**src/rtl/calc_pkg.sv**
```systemverilog
// rtl/calc_pkg.sv - shared status codes, FSM states and segment patterns for the display path
package calc_pkg;

  localparam int NUM_DIGITS = 8;

  localparam logic [1:0] ST_ERRO  = 2'b00;
  localparam logic [1:0] ST_BUSY  = 2'b01;
  localparam logic [1:0] ST_READY = 2'b10;
  localparam logic [1:0] ST_PRINT = 2'b11;

  typedef enum logic [1:0] {
    S_IDLE,
    S_CAPTURE,
    S_COMMIT,
    S_ERROR
  } disp_state_t;

  // Symbols 0..9 are BCD digits; the rest are glyphs that never come from the stream directly
  typedef logic [4:0] sym_t;
  localparam sym_t SYM_BLANK = 5'd16;
  localparam sym_t SYM_DASH  = 5'd17;
  localparam sym_t SYM_E     = 5'd18;
  localparam sym_t SYM_R     = 5'd19;
  localparam sym_t SYM_O     = 5'd20;

  localparam logic [6:0] SEG_0     = 7'h40;
  localparam logic [6:0] SEG_1     = 7'h79;
  localparam logic [6:0] SEG_2     = 7'h24;
  localparam logic [6:0] SEG_3     = 7'h30;
  localparam logic [6:0] SEG_4     = 7'h19;
  localparam logic [6:0] SEG_5     = 7'h12;
  localparam logic [6:0] SEG_6     = 7'h02;
  localparam logic [6:0] SEG_7     = 7'h78;
  localparam logic [6:0] SEG_8     = 7'h00;
  localparam logic [6:0] SEG_9     = 7'h10;
  localparam logic [6:0] SEG_BLANK = 7'h7F;
  localparam logic [6:0] SEG_DASH  = 7'h3F;
  localparam logic [6:0] SEG_E     = 7'h06;
  localparam logic [6:0] SEG_R     = 7'h2F;
  localparam logic [6:0] SEG_O     = 7'h23;

  function automatic sym_t bcd_sym(input logic [3:0] d);
    return (d > 4'd9) ? SYM_DASH : {1'b0, d};
  endfunction

endpackage

```
**src/rtl/calc_display_if.sv**
```systemverilog
// rtl/calc_display_if.sv - digit stream from the calc core plus the board-side display pins
interface calc_display_if;
  logic [1:0] status;
  logic [3:0] data;
  logic [3:0] pos;
  logic [7:0] an;
  logic [6:0] seg;
  logic       dp;
  logic       frame_done;

  modport master (
    output status, data, pos,
    input  an, seg, dp, frame_done
  );

  modport slave (
    input  status, data, pos,
    output an, seg, dp, frame_done
  );
endinterface

```
**src/rtl/seg7_encode.sv**
```systemverilog
// rtl/seg7_encode.sv - combinational symbol to active-low {g,f,e,d,c,b,a} pattern
module seg7_encode
  import calc_pkg::*;
(
  input  sym_t       i_sym,
  output logic [6:0] o_seg
);

  always_comb begin
    case (i_sym)
      5'd0:     o_seg = SEG_0;
      5'd1:     o_seg = SEG_1;
      5'd2:     o_seg = SEG_2;
      5'd3:     o_seg = SEG_3;
      5'd4:     o_seg = SEG_4;
      5'd5:     o_seg = SEG_5;
      5'd6:     o_seg = SEG_6;
      5'd7:     o_seg = SEG_7;
      5'd8:     o_seg = SEG_8;
      5'd9:     o_seg = SEG_9;
      SYM_DASH: o_seg = SEG_DASH;
      SYM_E:    o_seg = SEG_E;
      SYM_R:    o_seg = SEG_R;
      SYM_O:    o_seg = SEG_O;
      default:  o_seg = SEG_BLANK;
    endcase
  end

endmodule

```
**src/rtl/calc_display.sv**
```systemverilog
// rtl/calc_display.sv - captures the calc digit stream into a shadow frame, commits it atomically
// and multiplexes the visible frame onto eight common-anode seven-segment digits
module calc_display
  import calc_pkg::*;
#(
  parameter int SCAN_DIV    = 1000,
  parameter bit BLANK_ZEROS = 1'b1
) (
  input  logic          clock,
  input  logic          reset,
  calc_display_if.slave bus
);

  localparam int DIV_W = (SCAN_DIV > 1) ? $clog2(SCAN_DIV) : 1;

  disp_state_t                 r_state;
  logic [NUM_DIGITS-1:0][3:0]  r_shadow;
  logic [NUM_DIGITS-1:0][3:0]  r_visible;
  logic [NUM_DIGITS-1:0]       r_mask;
  logic                        r_frame_done;

  logic [DIV_W-1:0]            r_div;
  logic [2:0]                  r_scan;
  logic                        r_scan_on;
  logic [7:0]                  r_an;
  logic [6:0]                  r_seg;
  logic                        r_dp;

  logic                        w_sample_valid;
  logic [2:0]                  w_slot;
  logic [NUM_DIGITS-1:0]       w_slot_bit;
  logic [NUM_DIGITS-1:0]       w_lead_zero;
  sym_t                        w_sym;
  logic [6:0]                  w_seg;

  assign w_sample_valid = (bus.status == ST_PRINT) && (bus.pos >= 4'd1) && (bus.pos <= 4'd8);
  // pos 8 wraps through 3'b000 - 1 to slot 7, so the low three bits are enough
  assign w_slot         = bus.pos[2:0] - 3'd1;
  assign w_slot_bit     = w_sample_valid ? (NUM_DIGITS'(1) << w_slot) : '0;

  always_ff @(posedge clock or negedge reset) begin
    if (!reset) begin
      r_state      <= S_IDLE;
      r_shadow     <= '0;
      r_visible    <= '0;
      r_mask       <= '0;
      r_frame_done <= 1'b0;
    end else begin
      r_frame_done <= 1'b0;
      if (w_sample_valid && (r_state != S_COMMIT)) begin
        r_shadow[w_slot] <= bus.data;
      end
      case (r_state)
        S_IDLE, S_ERROR: begin
          if (bus.status == ST_PRINT) begin
            r_state <= S_CAPTURE;
            r_mask  <= w_slot_bit;
          end
        end
        S_CAPTURE: begin
          case (bus.status)
            ST_PRINT: r_mask  <= r_mask | w_slot_bit;
            ST_READY: r_state <= (r_mask == '1) ? S_COMMIT : S_IDLE;
            ST_BUSY:  if (r_mask != '1) r_state <= S_IDLE;
            default:  ;
          endcase
        end
        S_COMMIT: begin
          r_visible    <= r_shadow;
          r_frame_done <= 1'b1;
          r_state      <= S_IDLE;
        end
        default: r_state <= S_IDLE;
      endcase
      // Error status overrides whatever the case above chose
      if (bus.status == ST_ERRO) begin
        r_state <= S_ERROR;
      end
    end
  end

  always_comb begin
    w_lead_zero                 = '0;
    w_lead_zero[NUM_DIGITS-1]   = (r_visible[NUM_DIGITS-1] == 4'd0);
    for (int i = NUM_DIGITS - 2; i >= 0; i--) begin
      w_lead_zero[i] = w_lead_zero[i+1] && (r_visible[i] == 4'd0);
    end
  end

  always_comb begin
    w_sym = SYM_BLANK;
    if (r_state == S_ERROR) begin
      case (r_scan)
        3'd3:    w_sym = SYM_E;
        3'd2:    w_sym = SYM_R;
        3'd1:    w_sym = SYM_R;
        3'd0:    w_sym = SYM_O;
        default: w_sym = SYM_BLANK;
      endcase
    end else if (BLANK_ZEROS && (r_scan != 3'd0) && w_lead_zero[r_scan]) begin
      w_sym = SYM_BLANK;
    end else begin
      w_sym = bcd_sym(r_visible[r_scan]);
    end
  end

  seg7_encode u_seg7_encode (
    .i_sym (w_sym),
    .o_seg (w_seg)
  );

  // Digits stay dark until the first scan tick so exactly one anode is ever low afterwards
  always_ff @(posedge clock or negedge reset) begin
    if (!reset) begin
      r_div     <= '0;
      r_scan    <= '0;
      r_scan_on <= 1'b0;
      r_an      <= 8'hFF;
      r_seg     <= SEG_BLANK;
      r_dp      <= 1'b1;
    end else begin
      if (r_div == DIV_W'(SCAN_DIV - 1)) begin
        r_div     <= '0;
        r_scan    <= r_scan + 3'd1;
        r_scan_on <= 1'b1;
      end else begin
        r_div <= r_div + DIV_W'(1);
      end
      r_an  <= r_scan_on ? ~(8'd1 << r_scan) : 8'hFF;
      r_seg <= w_seg;
      r_dp  <= !(r_scan_on && (r_scan == 3'd0) && (bus.status == ST_BUSY) && (r_state != S_ERROR));
    end
  end

  assign bus.an         = r_an;
  assign bus.seg        = r_seg;
  assign bus.dp         = r_dp;
  assign bus.frame_done = r_frame_done;

endmodule
```
**src/flat_wrapper.sv**
```systemverilog
// flat-port wrapper written by rule: the top's interface ports become plain ports
module calc_display_flat import calc_pkg::*;
#(
  parameter int SCAN_DIV    = 1000,
  parameter bit BLANK_ZEROS = 1'b1
)
  (clock, reset, bus_status, bus_data, bus_pos, bus_an, bus_seg, bus_dp, bus_frame_done);
  calc_display_if bus_i ();
  input  logic clock;
  input  logic reset;
  input wire logic [$bits(bus_i.status)-1:0] bus_status;
  input wire logic [$bits(bus_i.data)-1:0] bus_data;
  input wire logic [$bits(bus_i.pos)-1:0] bus_pos;
  output wire logic [$bits(bus_i.an)-1:0] bus_an;
  output wire logic [$bits(bus_i.seg)-1:0] bus_seg;
  output wire logic [$bits(bus_i.dp)-1:0] bus_dp;
  output wire logic [$bits(bus_i.frame_done)-1:0] bus_frame_done;
  assign bus_i.status = bus_status;
  assign bus_i.data = bus_data;
  assign bus_i.pos = bus_pos;
  assign bus_an = bus_i.an;
  assign bus_seg = bus_i.seg;
  assign bus_dp = bus_i.dp;
  assign bus_frame_done = bus_i.frame_done;
  calc_display #(.SCAN_DIV(SCAN_DIV), .BLANK_ZEROS(BLANK_ZEROS)) u_core (.clock(clock), .reset(reset), .bus(bus_i));
endmodule
```
**config.mk**
```make
export PLATFORM = sky130hd
export DESIGN_NAME = calc_display_flat
export DESIGN_NICKNAME = d
export VERILOG_FILES = /design/src/rtl/calc_pkg.sv /design/src/rtl/calc_display_if.sv /design/src/rtl/seg7_encode.sv /design/src/rtl/calc_display.sv /design/src/flat_wrapper.sv
export SDC_FILE = /design/constraint.sdc
export NUM_CORES = 1
export LEC_CHECK = 0
export ABC_AREA = 0
export CAP_MARGIN = 20
export CELL_PAD_IN_SITES_DETAIL_PLACEMENT = 1
export CELL_PAD_IN_SITES_GLOBAL_PLACEMENT = 1
export CORE_MARGIN = 2
export CORE_UTILIZATION = 49
export DETAILED_ROUTE_END_ITERATION = 12
export PLACE_DENSITY_LB_ADDON = 0.1
export SLEW_MARGIN = 20
export SYNTH_ARGS = -nofsm -noshare
export SYNTH_HDL_FRONTEND = slang
export SYNTH_SLANG_ARGS = --single-unit
```
**constraint.sdc**
```tcl
create_clock -name clock -period 3.3 [get_ports clock]
set_clock_uncertainty 0.05 [all_clocks]
set_input_delay 0.33 -clock clock [delete_from_list [all_inputs] [get_ports clock]]
set_output_delay 0.33 -clock clock [all_outputs]
set_load 0.05 [all_outputs]
```
==> parameters.txt, run 1 <==
Parameter                              Value

CTS
  Clock Sink Count ... 105
  TritonCTS buffer count ... 9
  Cell at the root of the clock tree ... sky130_fd_sc_hd__clkbuf_8
  Buffers inserted by post-CTS timing repair ... 0
  TritonCTS clock tree ... done
  Clock latency reported for the late side of the worst-skew pair ... 0.39 ns
  Buffers from clock root to sink, at most ... 2
  Clock transition at the registers of the reported paths ... 0.10 ns
  Number of H-tree levels ... 3

STA
  Headroom to the max-slew limit ... 0.551
  Final cycle utilization of the critical path ... 0.932
  Setup repair after global routing missed its margin ... false
  Hold Vio Cnt, Final ... 0
  Measured slew at the worst slew-check pin ... 0.667 ns
  Final-report max-slew violation count ... 0
  Final-layout setup total negative slack ... 0 ns
  Min Tclk post-route ... ~3.1 ns
  Final setup fails ... 0
  Achievable frequency ... roughly 330 MHz
  PnR worst setup slack ... between 0.2 and 0.25 ns
  Worst Hold Margin ... 0.414 ns

Final layout
  Diode insertion count for antenna repair ... 0
  Register cell area after layout ... between 2000 and 3000 um2
  Synth-to-Final Area Change ... 13.0%
  Count of filler cells inserted in the layout ... 976
  Share of cells above drive strength 1 ... 0.274
  Total number of nets in the final design ... 441
  Number of standard cells in the final layout excluding fillers ... 546
  Area taken by multi-input logic gates ... 2110 um2

Placed design
  Routability-driven placement congestion ratio ... 0.797
  Input/output buffers ... 28
  Dpl cells ... 530
  Placed wire-length estimate ... 7710 um
  Pre-CTS setup slack ... 0.00758 ns

Synthesis
  Average instance area after synthesis ... 12.9 um2
  Main flop type after synthesis ... sky130_fd_sc_hd__dfrtp_1
  Share of async-settable or async-resettable flops after synthesis ... 1.00
  Post-synthesis register bit count ... 105
  Ranking of synthesized cells by area ... sky130_fd_sc_hd__dfrtp_1 (46%), sky130_fd_sc_hd__mux2_2 (14%), sky130_fd_sc_hd__dfstp_2 (8.6%), sky130_fd_sc_hd__ha_1 (5.1%), sky130_fd_sc_hd__mux4_2 (2.8%)
  Share of the yosys chip area belonging to registers ... 0.545
  Synthesized cell area ... 4860 um2
  Total of warnings raised by yosys ... 0
  Cell count after synthesis ... 377
  Number of nets produced by synthesis ... 409
  Leading area contributor after synthesis ... sky130_fd_sc_hd__dfrtp_1
  Post-synth cell types ... 55
  Number of flops mapped to enable cells by yosys ... 0
  Share of the synthesized area in the top cell type ... 0.458

Power
  Worst voltage drop across the vdd grid ... approximately 0.00038 V
  P per Cell Area ... 725 nW/um2
  P_int ... 2.60 mW
  Reg power frac ... 0.468
  NetSw ... ~1.4 mW
  Proportion of total power due to net switching ... 0.349
  Total power ... around 4 mW
  Gate power share ... 0.340
  Clock Power Share ... 0.192
  Leakage component of the power ... 2.47 nW

Critical path
  Highest net fanout along the worst path ... 5
  First element of the critical path ... u_core.r_visible[9]
  WS Path Type ... flip-flop to flip-flop
  Data required time of the critical path ... 3.54 ns
  Sort of element at the start of the critical path ... flip-flop
  FF-to-FF Start ... u_core.r_visible[9]
  Arrival time reported for the critical path endpoint ... 3.32 ns
  Crit end category ... flip-flop

Floorplanning
  Initial core utilization ... 0.502
  Area of the die ... 10700 um2
  Number of rows in the core area ... 36
  Core area ... 9680 um2
  Die Wd ... 104 um
  Io pins ... 29
  Vert. Die Dim ... 104 um

Routing
  Via/cell ratio ... 5.70
  Via total after detailed routing ... 3111
  DR DRC count ... 0
  Remaining number of nets flagged by the antenna check after routing ... 0
  Average detailed-routed wire length per instance ... approximately 19 um
  Number of detailed-route iterations in the first pass ... 4
  Detailed Route WL ... 10400 um
  DRC marker count from the first detailed-route iteration ... 127

Global routing
  Number of global-route vias before repair ... 3234
  Total overflow reported by the global router ... 0
  Maximum number of pins on one net before global-route repair ... 68
  Antenna violations before repair ... 0
  Aggregate global-route resource usage ... 0.207
  Global-route wire length before repair ... between 15000 and 20000 um

Run status
  Status ... finished clean

Min path
  Worst min-delay path class ... input port to asynchronous set/reset pin

Flow run
  Number of max-cap violations ... 0
## critical path: stages (launching register included)
cell and delay, ns:
sky130_fd_sc_hd__dfrtp_1 0.41, sky130_fd_sc_hd__nor4_1 0.43, sky130_fd_sc_hd__o21ai_1 0.14, sky130_fd_sc_hd__a2111oi_0 0.50
sky130_fd_sc_hd__o22ai_1 0.26, sky130_fd_sc_hd__a21oi_2 0.33, sky130_fd_sc_hd__inv_2 0.10, sky130_fd_sc_hd__nor2_1 0.19
sky130_fd_sc_hd__ha_1 0.19, sky130_fd_sc_hd__nor2_1 0.06, sky130_fd_sc_hd__o32ai_1 0.23, sky130_fd_sc_hd__a222oi_1 0.11
## power by group through the flow
stage / Sequential (mW) / Clock (mW) / Combinational, mW
2_1_floorplan: 1.94 / 0 / 0.884
3_3_place_gp: 1.87 / 0 / 1.30
3_5_place_dp: 1.89 / 0 / 1.36
4_1_cts: 1.86 / 0.795 / 1.37
5_1_grt: 1.91 / 0.835 / 1.49
6_report: 1.87 / 0.763 / 1.35
## sequential cells by signal, summed over array words and instances (netlist names)
signal and cells:
u_core.r_shadow 32, u_core.r_visible 32, u_core.r_div 10, u_core.bus.an 8, u_core.r_mask 8, u_core.bus.seg 7, u_core.r_scan 3, u_core.r_state 2
u_core.bus.dp 1, u_core.bus.frame_done 1, u_core.r_scan_on 1
## synthesized netlist by cell type, drive strengths merged, types with 5 or more instances
cell and n:
dfrtp 89, mux2 64, nand2 29, ha 20, nor2 19, dfstp 16, nand3 15, inv 13
nor4 11, o21ai 11, a22o 8, mux4 8, a21oi 7, clkbuf 7, xnor2 5
## area by class of cell
cell class	instances	share of cell area
flip-flops and latches	105	0.482
repair buffers	32	0.0588
clock buffers	11	0.0276
multi-input cells	247	0.384
inverters	14	0.0105
clock inverters	4	0.00638
well taps	133	0.0303
## worst paths after layout
kind | cells after the start | slack (ns) | to
worst max-delay path | 11 | 0.22 | u_core.bus.seg[4]
worst min-delay path | 2 | 0.41 | u_core.r_shadow[5]
worst max register to register | 11 | 0.22 | u_core.bus.seg[4]
worst min register to register | 1 | 0.44 | u_core.r_div[9]
max in group asynchronous | 3 | 2.08 | u_core.bus.seg[0]
min in group clock | 1 | 0.44 | u_core.r_div[9]
## routing by layer
metal | part of all wire | wire length (um) | GRT usage | up-vias
met5 | 0 | 0 | 0 | -
met4 | 0.025 | 259 | 0.0801 | 0
met2 | 0.48 | 5020 | 0.325 | 48
met3 | 0.034 | 351 | 0.0535 | 20
li1 | - | - | - | 1419
met1 | 0.46 | 4720 | 0.278 | 1624
## cell families (layout without fill, tap and decap cells)
family	count (synthesis)	after routing	synth area share
AOI/OAI and AO/OA	49	49	0.0721
xor gates and xnor gates	9	9	0.0162
buffers and inverters	25	61	0.0221
DFF	105	105	0.545
adders and majority gates	20	20	0.0515
muxes	75	75	0.196
and+or+nand+nor	94	94	0.0980
## timing repair
item                                    CTS  global route
hold buffers                              1             0
endpoints found under the hold margin    24             0
resized for setup                         1             1
endpoints found under the setup margin    1             3
## metrics by stage
stage | util | area (um2)
final | 0.567 | 5490
after detailed placement | 0.546 | 5290
after global placement | 0.546 | 5290
after floorplan | - | 4860
after CTS | 0.567 | 5490
after global routing | 0.567 | 5490
## cell usage in the layout, fill, tap and decap left out, types with 6 or more instances in the layout
master	netlist	final
sky130_fd_sc_hd__dfrtp_1	89	88
sky130_fd_sc_hd__mux2_2	60	60
sky130_fd_sc_hd__nand2_1	27	27
sky130_fd_sc_hd__clkdlybuf4s50_1	0	27
sky130_fd_sc_hd__ha_1	20	20
sky130_fd_sc_hd__nor2_1	19	19
sky130_fd_sc_hd__dfstp_2	16	16
sky130_fd_sc_hd__nand3_1	15	15
sky130_fd_sc_hd__nor4_1	11	11
sky130_fd_sc_hd__clkbuf_8	0	11
sky130_fd_sc_hd__inv_1	10	10
sky130_fd_sc_hd__o21ai_0	10	10
sky130_fd_sc_hd__a22o_1	8	8
sky130_fd_sc_hd__a21oi_1	7	6
sky130_fd_sc_hd__mux4_2	6	6
Power figures use the tool's default switching activity.
==> inputs of run 2 (changes only) <==
PLACE_DENSITY = 0.77   (was default)
PLACE_DENSITY_LB_ADDON = default   (was 0.1)
==> parameters.txt, run 2 (same netlist as run 1, synthesis figures left out) <==
Parameter                              Value

CTS
  Buffers inserted by post-CTS timing repair ... 0 (unchanged)
  Clock latency reported for the late side of the worst-skew pair ... 0.37 ns (was 0.39 ns)
  Number of H-tree levels ... 3 (unchanged)
  Clock transition at the registers of the reported paths ... 0.10 ns (about the same)
  TritonCTS buffer count ... 9 (unchanged)
  Buffers from clock root to sink, at most ... 2 (unchanged)
  Clock Sink Count ... 105 (unchanged)
  Cell at the root of the clock tree ... sky130_fd_sc_hd__clkbuf_8 (unchanged)
  TritonCTS clock tree ... done (unchanged)

STA
  Achievable frequency ... 325 MHz (about the same)
  Measured slew at the worst slew-check pin ... 0.724 ns (was 0.667 ns)
  Final-layout setup total negative slack ... 0 ns (unchanged)
  Hold Vio Cnt, Final ... 0 (unchanged)
  Min Tclk post-route ... 3.08 ns (about the same)
  Final setup fails ... 0 (unchanged)
  Final cycle utilization of the critical path ... 0.932 (about the same)
  Headroom to the max-slew limit ... 0.517 (was 0.551)
  Final-report max-slew violation count ... 0 (unchanged)
  PnR worst setup slack ... 0.224 ns (about the same)

Critical path
  WS Path Type ... flip-flop to flip-flop (unchanged)
  Data required time of the critical path ... 3.53 ns (was 3.54 ns)
  First element of the critical path ... u_core.r_visible[9] (unchanged)
  Arrival time reported for the critical path endpoint ... 3.31 ns (was 3.32 ns)
  FF-to-FF Start ... u_core.r_visible[9] (unchanged)
  Highest net fanout along the worst path ... 5 (unchanged)
  Sort of element at the start of the critical path ... flip-flop (unchanged)
  Crit end category ... flip-flop (unchanged)

Final layout
  Commonest non-fill, non-tap cells in the layout ... sky130_fd_sc_hd__dfrtp_1 (87), sky130_fd_sc_hd__mux2_2 (60), sky130_fd_sc_hd__nand2_1 (27), sky130_fd_sc_hd__clkdlybuf4s50_1 (27), sky130_fd_sc_hd__ha_1 (20) (was sky130_fd_sc_hd__dfrtp_1 (88), sky130_fd_sc_hd__mux2_2 (60), sky130_fd_sc_hd__nand2_1 (27), sky130_fd_sc_hd__clkdlybuf4s50_1 (27), sky130_fd_sc_hd__ha_1 (20))
  Summed area of non-filler cells in the final layout ... 5540 um2 (was 5490 um2)
  Share of cells above drive strength 1 ... 0.284 (was 0.274)
  Synth-to-Final Area Change ... 13.9% (was 13.0%)
  Diode insertion count for antenna repair ... 0 (unchanged)
  Most frequent standard cell in the layout excluding fill and tap cells ... sky130_fd_sc_hd__dfrtp_1 (unchanged)
  Largest registers in the final layout ... u_core.r_shadow (32), u_core.r_visible (32), u_core.r_div (10) (unchanged)
  Total number of nets in the final design ... 443 (was 441)
  Number of standard cells in the final layout excluding fillers ... 549 (was 546)
  Core utilization of the finished layout ... 0.572 (was 0.567)
  Count of filler cells inserted in the layout ... 970 (was 976)

Run status
  Status ... finished clean (unchanged)

Placed design
  Placed wire-length estimate ... 7390 um (was 7710 um)
  Input/output buffers ... 28 (unchanged)
  Pre-CTS setup slack ... -0.0200 ns (was 0.00758 ns)
  Area after detailed placement ... 5290 um2 (about the same)
  Dpl cells ... 532 (was 530)
  Routability-driven placement congestion ratio ... 0.804 (was 0.797)

Routing
  Number of detailed-route iterations in the first pass ... 4 (unchanged)
  Via/cell ratio ... 5.62 (was 5.70)
  Detailed Route WL ... 10200 um (was 10400 um)
  DR DRC count ... 0 (unchanged)
  Average detailed-routed wire length per instance ... 18.5 um (was 19.0 um)
  DRC marker count from the first detailed-route iteration ... 142 (was 127)
  Via total after detailed routing ... 3085 (was 3111)
  Remaining number of nets flagged by the antenna check after routing ... 0 (unchanged)

Power
  Leakage component of the power ... 2.49 nW (was 2.47 nW)
  P per Cell Area ... 735 nW/um2 (was 725 nW/um2)
  Worst voltage drop across the vdd grid ... 0.000396 V (was 0.000385 V)

Floorplanning
  Core area ... 9680 um2 (unchanged)
  Number of rows in the core area ... 36 (unchanged)
  Vert. Die Dim ... 104 um (unchanged)
  Initial core utilization ... 0.502 (unchanged)
  Io pins ... 29 (unchanged)
  Area of the die ... 10700 um2 (unchanged)
  Die Wd ... 104 um (unchanged)

Min path
  Hold path startpoint ... u_core.r_div[9]
  Worst min-delay path class ... flip-flop to flip-flop (was input port to asynchronous set/reset pin)

Global routing
  Global-route wire length before repair ... 17500 um (was 17200 um)
  Number of global-route vias before repair ... 3372 (was 3234)
  Aggregate global-route resource usage ... 0.205 (was 0.207)
  Maximum number of pins on one net before global-route repair ... 58 (was 68)
  Antenna violations before repair ... 0 (unchanged)
  Total overflow reported by the global router ... 0 (unchanged)

Flow run
  Number of max-cap violations ... 0 (unchanged)
[run 2: cell count changes in the layout (fill, tap and decap cells not counted), sizes merged]
cell	previous run	this run
clkbuf	11	12
clkinv	2	1
buf	4	6
bufinv	0	1
inv	16	15
clkinvlp	0	1
[run 2: timing repair]
item / 4_1_cts / 5_1_grt
endpoints found under the hold margin: 55 / 0
resized for setup: 1 / 5
pin swaps: 0 / 1
endpoints found under the setup margin: 2 / 2
hold buffers: 1 / 0
[run 2: per-layer routing]
| layer | wire [um] | vias to the layer above | global-route usage |
|---|---|---|---|
| li1 | - | 1428 | - |
| met1 | 4690 | 1602 | 0.267 |
| met2 | 5090 | 44 | 0.352 |
| met3 | 270 | 11 | 0.0409 |
| met4 | 118 | 0 | 0.0541 |
| met5 | 0 | - | 0 |
[run 2: final cells by class]
cell class	count	area, um2	area share
tap	133	166	0.0301
clock inverter	4	57.6	0.0104
clock buffer	12	155	0.0280
multi-input combinational	247	2120	0.384
inverter	14	57.6	0.0104
sequential	105	2650	0.479
timing repair buffer	34	325	0.0588
[run 2: worst max-delay path, cell delays in order (launching register included)]
cell,delay (ns)
sky130_fd_sc_hd__dfrtp_1,0.43
sky130_fd_sc_hd__nor4_2,0.36
sky130_fd_sc_hd__o21ai_1,0.15
sky130_fd_sc_hd__a2111oi_1,0.49
sky130_fd_sc_hd__o22ai_1,0.26
sky130_fd_sc_hd__a21oi_2,0.34
sky130_fd_sc_hd__inv_2,0.11
sky130_fd_sc_hd__nor2_1,0.20
sky130_fd_sc_hd__ha_1,0.20
sky130_fd_sc_hd__nor2_1,0.07
sky130_fd_sc_hd__o32ai_1,0.23
sky130_fd_sc_hd__a222oi_1,0.10
[run 2: path summary, 6_finish.rpt]
path	cells after the start	endpoint	slack [ns]
max in group asynchronous	3	u_core.bus.seg[3]	1.85
worst max-delay path	11	u_core.bus.seg[4]	0.22
min in group asynchronous	2	u_core.r_div[9]	0.49
worst max register to register	11	u_core.bus.seg[4]	0.22
worst min-delay path	1	u_core.r_div[9]	0.44
worst min register to register	1	u_core.r_div[9]	0.44
[run 2: where the power goes]
part           switching (mW)  internal, mW
clock                   0.440         0.401
combinational           0.714         0.639
sequential              0.236          1.64
total                    1.39          2.68
[run 2: stage by stage]
step	hold slack, ns	power (mW)
CTS	0.448	4.09
finish	0.440	4.07
detailed placement	0.385	3.23
floorplan	-0.0156	2.82
global placement	0.374	3.16
global route	0.451	4.31
